[config.mk]
export PLATFORM = sky130hd
export DESIGN_NAME = mem_port_arbiter
export DESIGN_NICKNAME = d
export VERILOG_FILES = /design/src/rtl/mem_port_arbiter.sv
export SDC_FILE = /design/constraint.sdc
export NUM_CORES = 1
export LEC_CHECK = 0
export ABC_AREA = 1
export BUFFER_PORTS_ARGS = -buffer_cell sky130_fd_sc_hd__buf_2
export CELL_PAD_IN_SITES_DETAIL_PLACEMENT = 0
export CELL_PAD_IN_SITES_GLOBAL_PLACEMENT = 1
export CORE_MARGIN = 3
export CORE_UTILIZATION = 29
export CTS_BUF_LIST = sky130_fd_sc_hd__clkbuf_4
export DETAILED_ROUTE_END_ITERATION = 6
export PLACE_DENSITY_LB_ADDON = 0.08
export SLEW_MARGIN = 20
export SYNTH_ARGS = -nofsm -noshare
export SYNTH_HDL_FRONTEND = slang
export SYNTH_SLANG_ARGS = --single-unit
[constraint.sdc]
create_clock -name clk -period 4.2 [get_ports clk]
set_input_delay 0.42 -clock clk [delete_from_list [all_inputs] [get_ports clk]]
set_output_delay 0.42 -clock clk [all_outputs]
set_load 0.05 [all_outputs]
[src/rtl/mem_port_arbiter.sv]
// mem_port_arbiter: shares one single-port synchronous RAM between the fetch and data ports.
// Define MEM_PORT_ARBITER_LOCK_EN to add d_lock, which holds off fetch during atomic data sequences.
module mem_port_arbiter #(
    parameter int ADDR_W     = 32,
    parameter int DATA_W     = 32,
    parameter int RD_LAT     = 1,
    parameter int STARVE_MAX = 4
) (
    input  logic                clk,
    input  logic                rst_n,
    input  logic                i_req,
    input  logic [ADDR_W-1:0]   i_addr,
    output logic                i_gnt,
    output logic                i_rvalid,
    output logic [DATA_W-1:0]   i_rdata,
    input  logic                d_req,
    input  logic                d_we,
    input  logic [DATA_W/8-1:0] d_be,
    input  logic [ADDR_W-1:0]   d_addr,
    input  logic [DATA_W-1:0]   d_wdata,
`ifdef MEM_PORT_ARBITER_LOCK_EN
    input  logic                d_lock,
`endif
    output logic                d_gnt,
    output logic                d_rvalid,
    output logic [DATA_W-1:0]   d_rdata,
    output logic                mem_en,
    output logic                mem_we,
    output logic [DATA_W/8-1:0] mem_be,
    output logic [ADDR_W-1:0]   mem_addr,
    output logic [DATA_W-1:0]   mem_wdata,
    input  logic [DATA_W-1:0]   mem_rdata
);

    localparam logic [ADDR_W-1:0] WORD_MASK = {{(ADDR_W-2){1'b1}}, 2'b00};
    localparam logic              TAG_FETCH = 1'b0;
    localparam logic              TAG_DATA  = 1'b1;

    logic [3:0]        starve_cnt;
    logic              fetch_forced;
    logic              lock_q;
    logic              issue_rd;
    logic [RD_LAT-1:0] tag_vld;
    logic [RD_LAT-1:0] tag_id;
    logic [DATA_W-1:0] i_rdata_q;
    logic [DATA_W-1:0] d_rdata_q;

    assign fetch_forced = (starve_cnt == 4'(STARVE_MAX));

    // Grants are forced low while reset is asserted so every output reads 0 immediately.
    always_comb begin
        i_gnt = 1'b0;
        d_gnt = 1'b0;
        if (rst_n) begin
            if (i_req && !lock_q && (!d_req || fetch_forced)) begin
                i_gnt = 1'b1;
            end else if (d_req) begin
                d_gnt = 1'b1;
            end
        end
    end

    always_comb begin
        mem_en    = 1'b0;
        mem_we    = 1'b0;
        mem_be    = '0;
        mem_addr  = '0;
        mem_wdata = '0;
        if (i_gnt) begin
            mem_en   = 1'b1;
            mem_be   = '1;
            mem_addr = i_addr & WORD_MASK;
        end else if (d_gnt) begin
            mem_en    = 1'b1;
            mem_we    = d_we;
            mem_be    = d_we ? d_be : '1;
            mem_addr  = d_addr & WORD_MASK;
            mem_wdata = d_wdata;
        end
    end

    assign issue_rd = i_gnt | (d_gnt & ~d_we);

    // Counts consecutive denied fetch cycles; sticks at STARVE_MAX until fetch wins or drops.
    always_ff @(posedge clk or negedge rst_n) begin
        if (!rst_n) begin
            starve_cnt <= '0;
        end else if (!i_req || i_gnt) begin
            starve_cnt <= '0;
        end else if (!fetch_forced) begin
            starve_cnt <= starve_cnt + 4'd1;
        end
    end

`ifdef MEM_PORT_ARBITER_LOCK_EN
    always_ff @(posedge clk or negedge rst_n) begin
        if (!rst_n) begin
            lock_q <= 1'b0;
        end else if (d_gnt) begin
            lock_q <= d_lock;
        end
    end
`else
    assign lock_q = 1'b0;
`endif

    // Stage 0 holds the access issued last cycle; the last stage lines up with mem_rdata.
    always_ff @(posedge clk or negedge rst_n) begin
        if (!rst_n) begin
            tag_vld <= '0;
            tag_id  <= '0;
        end else begin
            tag_vld[0] <= issue_rd;
            tag_id[0]  <= d_gnt;
            for (int k = 1; k < RD_LAT; k++) begin
                tag_vld[k] <= tag_vld[k-1];
                tag_id[k]  <= tag_id[k-1];
            end
        end
    end

    assign i_rvalid = tag_vld[RD_LAT-1] && (tag_id[RD_LAT-1] == TAG_FETCH);
    assign d_rvalid = tag_vld[RD_LAT-1] && (tag_id[RD_LAT-1] == TAG_DATA);
    assign i_rdata  = i_rvalid ? mem_rdata : i_rdata_q;
    assign d_rdata  = d_rvalid ? mem_rdata : d_rdata_q;

    always_ff @(posedge clk or negedge rst_n) begin
        if (!rst_n) begin
            i_rdata_q <= '0;
            d_rdata_q <= '0;
        end else begin
            i_rdata_q <= i_rdata;
            d_rdata_q <= d_rdata;
        end
    end

endmodule

==> summary.txt, run 1 <==
Placed design
  • Port bufs: 268
  • HPWL Detailed: approximately 9300 µm
  • Dpl cells: 877
  • DP Worst Slack: 1.535 ns
  • Placer Congestion: 0.8017
  • Post-DP Area: 5017 µm²

Timing
  • Clock Skews: 0.006385 ns
  • Final setup fails: 0
  • Achievable Freq: around 0.32 GHz
  • Worst slew pin tran: 0.9132 ns
  • Final number of hold-violating endpoints: 0
  • RSZ-0062 raised after global routing: no
  • Tcrit/Tclk final: 0.7457
  • Final hold slack: 0.3083 ns
  • Rel. slew slack: 0.3903
  • Tmin final: roughly 3.1 ns
  • Setup tns final: 0 ns
  • Final WS setup: 1.068 ns
  • Slew Limit Fails: 0

Pwr
  • LEAKAGE: around 3.2 nW
  • Cell Pwr Density: 497.1 nW/µm²
  • Worst VDD drop: 0.1300 mV
  • Power Total: 2.548 mW

Setup path
  • Worst Setup Path Type: input port to output pin
  • CP startpoint kind: input port
  • Worst-path maximum fanout: 41
  • CP Capture Type: output pin
  • WP buf/inv: 4
  • CP max stage delay: ~0.53 ns
  • Arrival @ worst endpoint: 2.71 ns
  • Slowest CP cell: dlygate4sd3_1
  • Delay-heaviest family, CP: buffers and inverters
  • Req. time, crit path: 3.78 ns
  • Critical path, cell by cell: dlygate4sd3_1, buf_4, nand2_1, inv_2, nand2_8, nor2_1, buf_2

Global route
  • GRT Total Usage: 0.1708
  • Initial antenna violation count: 1
  • First-pass GRT wire length: 19090 µm
  • GR Layer Usage met3: 0.05311
  • Vias in the first global route: 3749
  • Met1 GRT Util: 0.1853
  • Largest net degree at the start of global routing: 66
  • M2 GR Usage: 0.2997
  • GRT Max-Usage Layer: met2
  • GRT overflow: 0

Floorplan
  • Die Y: 118.2 µm
  • Initial Utilization: 0.3000
  • IO Count: between 200 and 300
  • Die ar.: 13960 µm²
  • Die Wd: 118.2 µm
  • Num rows: 40
  • Core area: approximately 12000 µm²

Clock tree
  • Clock latency on the worst-skew pair: 0.40 ns
  • CTS tree: yes
  • Longest Clk Path Bufs: 2
  • CTS HTree Levels: 3
  • CTS root buf: clkbuf_4
  • Inserted Clock Buffers: 9
  • Clock transition at path regs: around 0.090 ns
  • # clock sinks: 70
  • Setup bufs post-CTS: 0

Detailed routing
  • Drt total wl: 12290 µm
  • Number of vias per cell: 4.405
  • Vias: roughly 3900
  • DRT iter0 DRCs: 189
  • Post-route DRC: 0
  • WL per Instance: roughly 14 µm
  • Pre-antenna DRT Iters: 4
  • Antenna-violating nets left: 0

Outcome
  • Status: finished, final reports clean

Synth
  • Synth Register Bits: 70
  • Mapped Avg Cell Area: ~7.7 µm²
  • Cells after Synth: between 400 and 500
  • Distinct cell type count after synthesis: 21
  • Post-Syn Area: around 3600 µm²
  • Sequential share of the synthesized area: 0.4801
  • Ys Warns: 0

Final layout
  • Share of layout cells above drive strength 1: 0.4047
  • Final nets: 860
  • Final core occ: 0.4215
  • Area Overhead vs Synth: 40.50%
  • Post-route cell area: around 5100 µm²
  • Layout Cells excl Fill: 893

Job
  • Max capacitance violation total: 0

Hold path
  • Worst hold path class: input port to register
==> final cells by class <==
type,count,area [µm²]
Antenna cell,1,2.502
Clock buffer,10,75.07
Clock inverter,4,16.27
Fill cell,1290,7036
Inverter,76,285.3
Multi-Input combinational cell,294,1424
Sequential cell,70,1752
Tap cell,168,210.2
Timing Repair Buffer,270,1361
==> worst min-delay path: stages <==
cell and delay, ns:
buf_2 0.09, inv_1 0.05, o21ai_0 0.09
==> synth_stat cells <==
cell      instances  share of area
nand2_8           2          0.011
nand3_4           2         0.0096
nand2_1         106           0.11
or2_2             4         0.0069
conb_1            1         0.0010
and2_1            1         0.0017
clkbuf_1         17          0.017
buf_4             5          0.010
nor2_1           38          0.039
buf_2             6         0.0082
nand3_1          37          0.051
nand2_4           1         0.0031
buf_6             6          0.019
dfrtp_1          70           0.48
xnor2_1           1         0.0024
ha_1              2         0.0069
nand4_1          32          0.055
o21ai_0          65          0.089
inv_1            74          0.076
nand2_2           1         0.0017
inv_2             2         0.0021
==> timing repair <==
item / CTS / global route
resized for setup: 0 / 0
hold buffers: 1 / 0
hold endpoints to repair: 39 / 0
==> logic make-up (layout without fill, tap and decap cells) <==
family          Yosys count  after routing  synth area share
other cells               1              3          0.001028
simple gates            224            224            0.2877
compound gates           65             65           0.08916
buf+inv                 110            360            0.1327
xor+xnor                  1              1          0.002401
flops                    70             70            0.4801
fa+ha+maj                 2              2          0.006858
==> where the power goes <==
group | leakage [nW] | switching, mW | internal [mW]
clock | 0.0546 | 0.213 | 0.115
combinational | 2.31 | 1.06 | 0.275
sequential | 0.857 | 0.0484 | 0.840
==> sequential cells by signal (all words and copies together), names as in the netlist <==
signal and cells:
starve_cnt 4, tag_id 1, d_rdata_q 32, tag_vld 1, i_rdata_q 32
==> worst paths after layout <==
kind,slack [ns],startpoint,cells after the start,to
min in group asynchronous,0.52,rst_n,2,d_rdata_q[10]
worst min register to register,0.50,i_rdata_q[15],2,i_rdata_q[15]
worst max-delay path,1.07,rst_n,7,mem_wdata[13]
worst max register to register,2.27,starve_cnt[0],7,tag_id
worst min-delay path,0.31,mem_rdata[28],3,i_rdata_q[28]
max in group asynchronous,2.56,rst_n,3,d_rdata_q[25]
==> layout by cell type (no fill, tap or decap), drive strengths merged <==
cell type    instances
o21ai               65
nand3               39
or2                  4
nand4               32
and2                 1
nor2                38
dlygate4sd3          1
ha                   2
dfrtp               70
xnor2                1
clkbuf              10
buf                269
diode                1
conb                 2
inv                 76
clkinv               4
nand2              110
==> layer usage <==
metal	vias up	share of wire
met2	174	0.51
met5	-	0
met3	19	0.090
met1	1746	0.38
li1	1995	-
met4	0	0.026
No activity file was read; power rests on OpenSTA's default activity.
==> run 2, diff against run 1 <==
Settings changed: CORE_UTILIZATION 29 to 27.
Clock period 4.2 ns to 3.21 ns, I/O delays scaled along.
==> summary.txt, run 2 (synthesis gave the netlist of run 1 again) <==
Outcome
  • Status: finished, final reports clean (unchanged)

Clock tree
  • Setup bufs post-CTS: 0 (unchanged)
  • Post_cts resized: 0 (unchanged)
  • CTS HTree Levels: 3 (unchanged)
  • Hold Buf Count CTS: 0 (was 1)
  • # clock sinks: 70 (unchanged)
  • Longest Clk Path Bufs: 2 (unchanged)
  • CTS root buf: clkbuf_4 (unchanged)
  • Clock transition at path regs: 0.12 ns (was 0.09 ns)
  • Inserted Clock Buffers: 9 (unchanged)
  • Clock latency on the worst-skew pair: 0.40 ns (about the same)
  • CTS tree: yes (unchanged)

Setup path
  • Slowest CP cell: dfrtp_1 (was dlygate4sd3_1)
  • Arrival @ worst endpoint: 2.47 ns (was 2.71 ns)
  • Delay-heaviest family, CP: simple AND/OR/NAND/NOR gates (was buffers and inverters)
  • CP max stage delay: 0.42 ns (was 0.53 ns)
  • Worst Setup Path Type: register to output pin (was input port to output pin)
  • CP Capture Type: output pin (unchanged)
  • Worst-path maximum fanout: 36 (was 41)
  • WP buf/inv: 2 (was 4)
  • Most used cell, CP: nand2_8
  • CP startpoint kind: register (was input port)
  • Req. time, crit path: 2.89 ns (was 3.78 ns)
  • R2r setup slk: 1.28 ns (was 2.27 ns)
  • Critical path, cell by cell: inv_1, ha_1, nand3_4, nand2_4, nand2_8, nand2_8, nor2_1, buf_2 (was dlygate4sd3_1, buf_4, nand2_1, inv_2, nand2_8, nor2_1, buf_2)

Pwr
  • LEAKAGE: 3.263 nW (was 3.221 nW)
  • Flop pwr share: 0.327 (was 0.349)
  • Cell Pwr Density: 676.3 nW/µm² (was 497.1 nW/µm²)
  • Logic pwr share: 0.495 (was 0.523)
  • Worst VDD drop: 0.2335 mV (was 0.1300 mV)
  • Switching share of power: 0.4953 (was 0.5173)
  • Power Total: 3.540 mW (was 2.548 mW)
  • Cell Int Power: 1.786 mW (was 1.230 mW)
  • P_sw: 1.753 mW (was 1.318 mW)
  • Clock power frac: 0.178 (was 0.129)

Placed design
  • Port bufs: 268 (unchanged)
  • Placer Congestion: 0.8005 (was 0.8017)
  • HPWL Detailed: 9731 µm (was 9288 µm)

Final layout
  • Final nets: 862 (was 860)
  • Area Overhead vs Synth: 43.45% (was 40.50%)
  • Share of layout cells above drive strength 1: 0.4135 (was 0.4047)
  • Most common cell after layout, fill and taps aside: buf_2 (unchanged)
  • Biggest regs: d_rdata_q (32), i_rdata_q (32), starve_cnt (4) (unchanged)
  • Most frequent cells in the layout: buf_2, nand2_1, inv_1 (unchanged)

Timing
  • Tmin final: 2.789 ns
  • Setup tns final: 0 ns (unchanged)
  • RSZ-0062 raised after global routing: no (unchanged)
  • Final number of hold-violating endpoints: 0 (unchanged)
  • Clock Skews: 0.01103 ns (was 0.006385 ns)
  • Slew Limit Fails: 0 (unchanged)
  • Final setup fails: 0 (unchanged)
  • Worst slew pin tran: 0.7258 ns (was 0.9132 ns)
  • Tcrit/Tclk final: 0.8689
  • Rel. slew slack: 0.5162 (was 0.3903)
  • Achievable Freq: 0.3585 GHz

Global route
  • GRT Total Usage: 0.1613 (was 0.1708)
  • Largest net degree at the start of global routing: 53 (was 66)
  • GRT overflow: 0 (unchanged)
  • Vias in the first global route: 3753 (was 3749)
  • First-pass GRT wire length: 18940 µm (was 19090 µm)
  • Initial antenna violation count: 1 (unchanged)

Detailed routing
  • Vias: 3938 (was 3934)
  • WL per Instance: 14.03 µm (was 13.76 µm)
  • Post-route DRC: 0 (unchanged)
  • Number of vias per cell: 4.371 (was 4.405)
  • Drt total wl: 12640 µm (was 12290 µm)
  • Antenna-violating nets left: 0 (unchanged)
  • DRT iter0 DRCs: 259 (was 189)
  • Pre-antenna DRT Iters: 6 (was 4)

Floorplan
  • IO Count: 275 (unchanged)
  • Die Wd: 122.2 µm (was 118.2 µm)
  • Initial Utilization: 0.2822 (was 0.3000)
  • Core area: 12930 µm² (was 12160 µm²)
  • Die Y: 122.2 µm (was 118.2 µm)
  • Die ar.: 14940 µm² (was 13960 µm²)
  • Num rows: 41 (was 40)

Job
  • Max capacitance violation total: 0 (unchanged)

Hold path
  • Worst hold path class: input port to asynchronous set/reset pin (was input port to register)
[run 2: through the flow]
step / worst slack (ns) / cells / instance area, µm² / hold slack [ns] / utilization
6_report: 0.4207 / 901 / 5234 / 0.03532 / 0.4049
5_1_grt: 0.2253 / 901 / 5234 / 0.01661 / 0.4049
3_3_place_gp: 0.8851 / 884 / 5070 / 0.4733 / 0.3922
4_1_cts: 0.3634 / 900 / 5231 / 0.006321 / 0.4047
3_5_place_dp: 0.8446 / 884 / 5070 / 0.4778 / 0.3922
2_1_floorplan: 0.2362 / 474 / 3652 / 0.02541 / -
[run 2: path summary, 6_finish.rpt]
path                            depth (start not counted)           from            end
max in group asynchronous                               3          rst_n  d_rdata_q[26]
worst max register to register                          7  starve_cnt[0]         tag_id
worst min-delay path                                    2          rst_n   i_rdata_q[9]
worst max-delay path                                    8  starve_cnt[0]  mem_wdata[24]
min in group clk                                        3  mem_rdata[13]  d_rdata_q[13]
worst min register to register                          2  d_rdata_q[26]  d_rdata_q[26]
[run 2: area by class of cell]
cell class	count	area [µm²]
Clock buffer	10	75.07
Clock inverter	6	86.33
Antenna cell	1	2.502
Sequential cell	70	1752
Inverter	76	285.3
Multi-Input combinational cell	294	1419
Tap cell	172	215.2
Fill cell	1378	7694
Timing Repair Buffer	272	1399
[run 2: power groups by stage]
stage,clock network (mW),registers (mW),logic (mW)
after floorplan,0,1.17,1.33
after global placement,0,1.17,1.76
after detailed placement,0,1.18,1.77
after CTS,0.660,1.16,1.77
after global routing,0.694,1.18,1.86
final,0.630,1.16,1.75
[run 2: per-layer routing]
layer	GRT usage	wire length [µm]	vias to the layer above
li1	-	-	1997
met1	0.1809	4771	1761
met2	0.2820	6422	167
met3	0.05576	1228	13
met4	0.06088	214	0
met5	0	0	-
[run 2: worst register-to-register path, stage by stage (launching register included)]
cell	delay [ns]
dfrtp_1	0.44
inv_1	0.09
ha_1	0.21
nand3_4	0.12
nand2_4	0.33
nand2_8	0.26
nand2_8	0.27
inv_1	0.10
==> run 3, diff against run 2 <==
Settings changed: BUFFER_PORTS_ARGS -buffer_cell sky130_fd_sc_hd__buf_2 to default, CORE_AREA from default to 3 3 105 107, CORE_MARGIN 3 to default, CORE_UTILIZATION 27 to default, DIE_AREA from default to 0 0 108 110, DONT_BUFFER_PORTS from default to 1.
Clock period 3.21 ns to 2.88 ns, I/O delays scaled along.
==> summary.txt, run 3 (synthesis gave the netlist of run 1 again) <==
Outcome
  • Status: finished, final reports clean (unchanged)

Timing
  • Final setup fails: 0 (unchanged)
  • Setup tns final: 0 ns (unchanged)
  • Clock Skews: 0.01881 ns (was 0.01103 ns)
  • Slew Limit Fails: 0 (unchanged)
  • RSZ-0062 raised after global routing: no (unchanged)
  • Final hold slack: 0.05607 ns (was 0.03532 ns)
  • Final WS setup: 0.2805 ns (was 0.4207 ns)
  • Rel. slew slack: 0.2554 (was 0.5162)
  • Tcrit/Tclk final: 0.9026
  • Worst slew pin tran: 1.109 ns (was 0.7258 ns)
  • Achievable Freq: 0.3847 GHz
  • Tmin final: 2.600 ns
  • Final number of hold-violating endpoints: 0 (unchanged)

Detailed routing
  • Post-route DRC: 0 (unchanged)
  • Number of vias per cell: 4.855 (was 4.371)
  • Drt total wl: 11030 µm (was 12640 µm)
  • DRT iter0 DRCs: 153 (was 259)
  • Antenna-violating nets left: 0 (unchanged)
  • Vias: 3204 (was 3938)
  • WL per Instance: 16.71 µm (was 14.03 µm)
  • Pre-antenna DRT Iters: 4 (was 6)

Clock tree
  • CTS HTree Levels: 3 (unchanged)
  • Clock transition at path regs: 0.11 ns (was 0.12 ns)
  • Clock latency on the worst-skew pair: 0.42 ns (was 0.40 ns)
  • CTS tree: yes (unchanged)
  • Inserted Clock Buffers: 9 (unchanged)
  • CTS root buf: clkbuf_4 (unchanged)
  • Longest Clk Path Bufs: 2 (unchanged)
  • # clock sinks: 70 (unchanged)
  • Setup bufs post-CTS: 0 (unchanged)

Floorplan
  • Die Y: 110 µm (was 122.2 µm)
  • Initial Utilization: 0.3566 (was 0.2822)
  • Die Wd: 108 µm (was 122.2 µm)
  • Die ar.: 11880 µm² (was 14940 µm²)
  • Core area: 10230 µm² (was 12930 µm²)
  • Num rows: 37 (was 41)
  • IO Count: 275 (unchanged)

Pwr
  • LEAKAGE: 2.422 nW (was 3.263 nW)
  • Worst VDD drop: 0.3672 mV (was 0.2335 mV)
  • Cell Pwr Density: 877.9 nW/µm² (was 676.3 nW/µm²)

Setup path
  • Arrival @ worst endpoint: 2.31 ns (was 2.47 ns)
  • Critical R2R Launch: starve_cnt[0] (unchanged)
  • Most used cell, CP: nand2_8 (unchanged)
  • CP startpoint kind: register (unchanged)
  • Delay-heaviest family, CP: simple AND/OR/NAND/NOR gates (unchanged)
  • Critical path, cell by cell: inv_1, ha_1, nand3_4, nand2_8, nand2_8, nand2_8, clkinvlp_4 (was inv_1, ha_1, nand3_4, nand2_4, nand2_8, nand2_8, nor2_1, buf_2)
  • Levels on crit path: 7 (was 8)
  • CP Capture Type: output pin (unchanged)
  • Req. time, crit path: 2.59 ns (was 2.89 ns)
  • CP max stage delay: 0.44 ns (was 0.42 ns)
  • Worst R2R Path Depth: 7 (unchanged)
  • Worst Setup Path Type: register to output pin (unchanged)
  • WP buf/inv: 2 (unchanged)
  • CP Launch Point: starve_cnt[0] (unchanged)
  • Worst-path maximum fanout: 36 (unchanged)
  • Slowest CP cell: dfrtp_1 (unchanged)

Placed design
  • DP Worst Slack: 0.5676 ns (was 0.8446 ns)
  • Port bufs: 0 (was 268)
  • Placer Congestion: 0.7894 (was 0.8005)
  • HPWL Detailed: 8079 µm (was 9731 µm)

Final layout
  • Area Overhead vs Synth: 19.62% (was 43.45%)
  • Share of layout cells above drive strength 1: 0.1813 (was 0.4135)
  • Most frequent cells in the layout: nand2_1, inv_1, dfrtp_1 (was buf_2, nand2_1, inv_1)
  • Most common cell after layout, fill and taps aside: nand2_1 (was buf_2)
  • Ant. Diodes: 0 (was 1)
  • Biggest regs: d_rdata_q (32), i_rdata_q (32), starve_cnt (4) (unchanged)
  • Final nets: 658 (was 862)

Global route
  • GRT Total Usage: 0.1740 (was 0.1613)
  • Largest net degree at the start of global routing: 71 (was 53)
  • First-pass GRT wire length: 15960 µm (was 18940 µm)
  • GRT overflow: 0 (unchanged)
  • Initial antenna violation count: 1 (unchanged)
  • Vias in the first global route: 2983 (was 3753)

Hold path
  • Hold Startpoint: mem_rdata[16]
  • Worst Hold Path Cells: 2
  • Worst hold path class: input port to register (was input port to asynchronous set/reset pin)

Job
  • Max capacitance violation total: 0 (unchanged)
-- run 3: stage by stage --
| step | cell area, µm² | util | power (mW) | instances |
|---|---|---|---|---|
| floorplan | 3652 | - | 2.791 | 474 |
| global placement | 4139 | 0.4045 | 3.106 | 641 |
| detailed placement | 4139 | 0.4045 | 3.128 | 641 |
| CTS | 4352 | 0.4253 | 3.886 | 660 |
| global route | 4364 | 0.4266 | 4.036 | 660 |
| finish | 4364 | 0.4266 | 3.831 | 660 |
-- run 3: final timing paths --
| path | slack, ns | end |
|---|---|---|
| worst max-delay path | 0.28 | d_gnt |
| max in group asynchronous | 2.16 | starve_cnt[0] |
| min in group asynchronous | 0.44 | i_rdata_q[15] |
| worst min register to register | 0.51 | i_rdata_q[10] |
| worst min-delay path | 0.06 | i_rdata_q[16] |
| worst max register to register | 0.76 | tag_id |
-- run 3: final cells by class --
cell class / count / area, µm²
Tap cell: 136 / 170.2
Clock inverter: 7 / 97.59
Multi-Input combinational cell: 294 / 1428
Clock buffer: 9 / 67.56
Fill cell: 1090 / 5867
Sequential cell: 70 / 1752
Inverter: 76 / 289.0
Timing Repair Buffer: 68 / 560.5
-- run 3: per-layer routing --
metal | track usage | wire length [µm] | up-vias
li1 | - | - | 1596
met1 | 0.1961 | 4143 | 1434
met2 | 0.3051 | 5651 | 154
met3 | 0.05649 | 948 | 20
met4 | 0.07124 | 287 | 0
met5 | 0 | 0 | -
-- run 3: power by group --
group / switching, mW / internal [mW]
logic: 1.49 / 0.334
clock network: 0.360 / 0.355
registers: 0.0690 / 1.23
total: 1.92 / 1.92
-- run 3: what timing repair did --
item	4_1_cts	5_1_grt
endpoints found under the setup margin	0	31
resized for setup	0	2
endpoints found under the hold margin	71	0
hold buffers	3	0
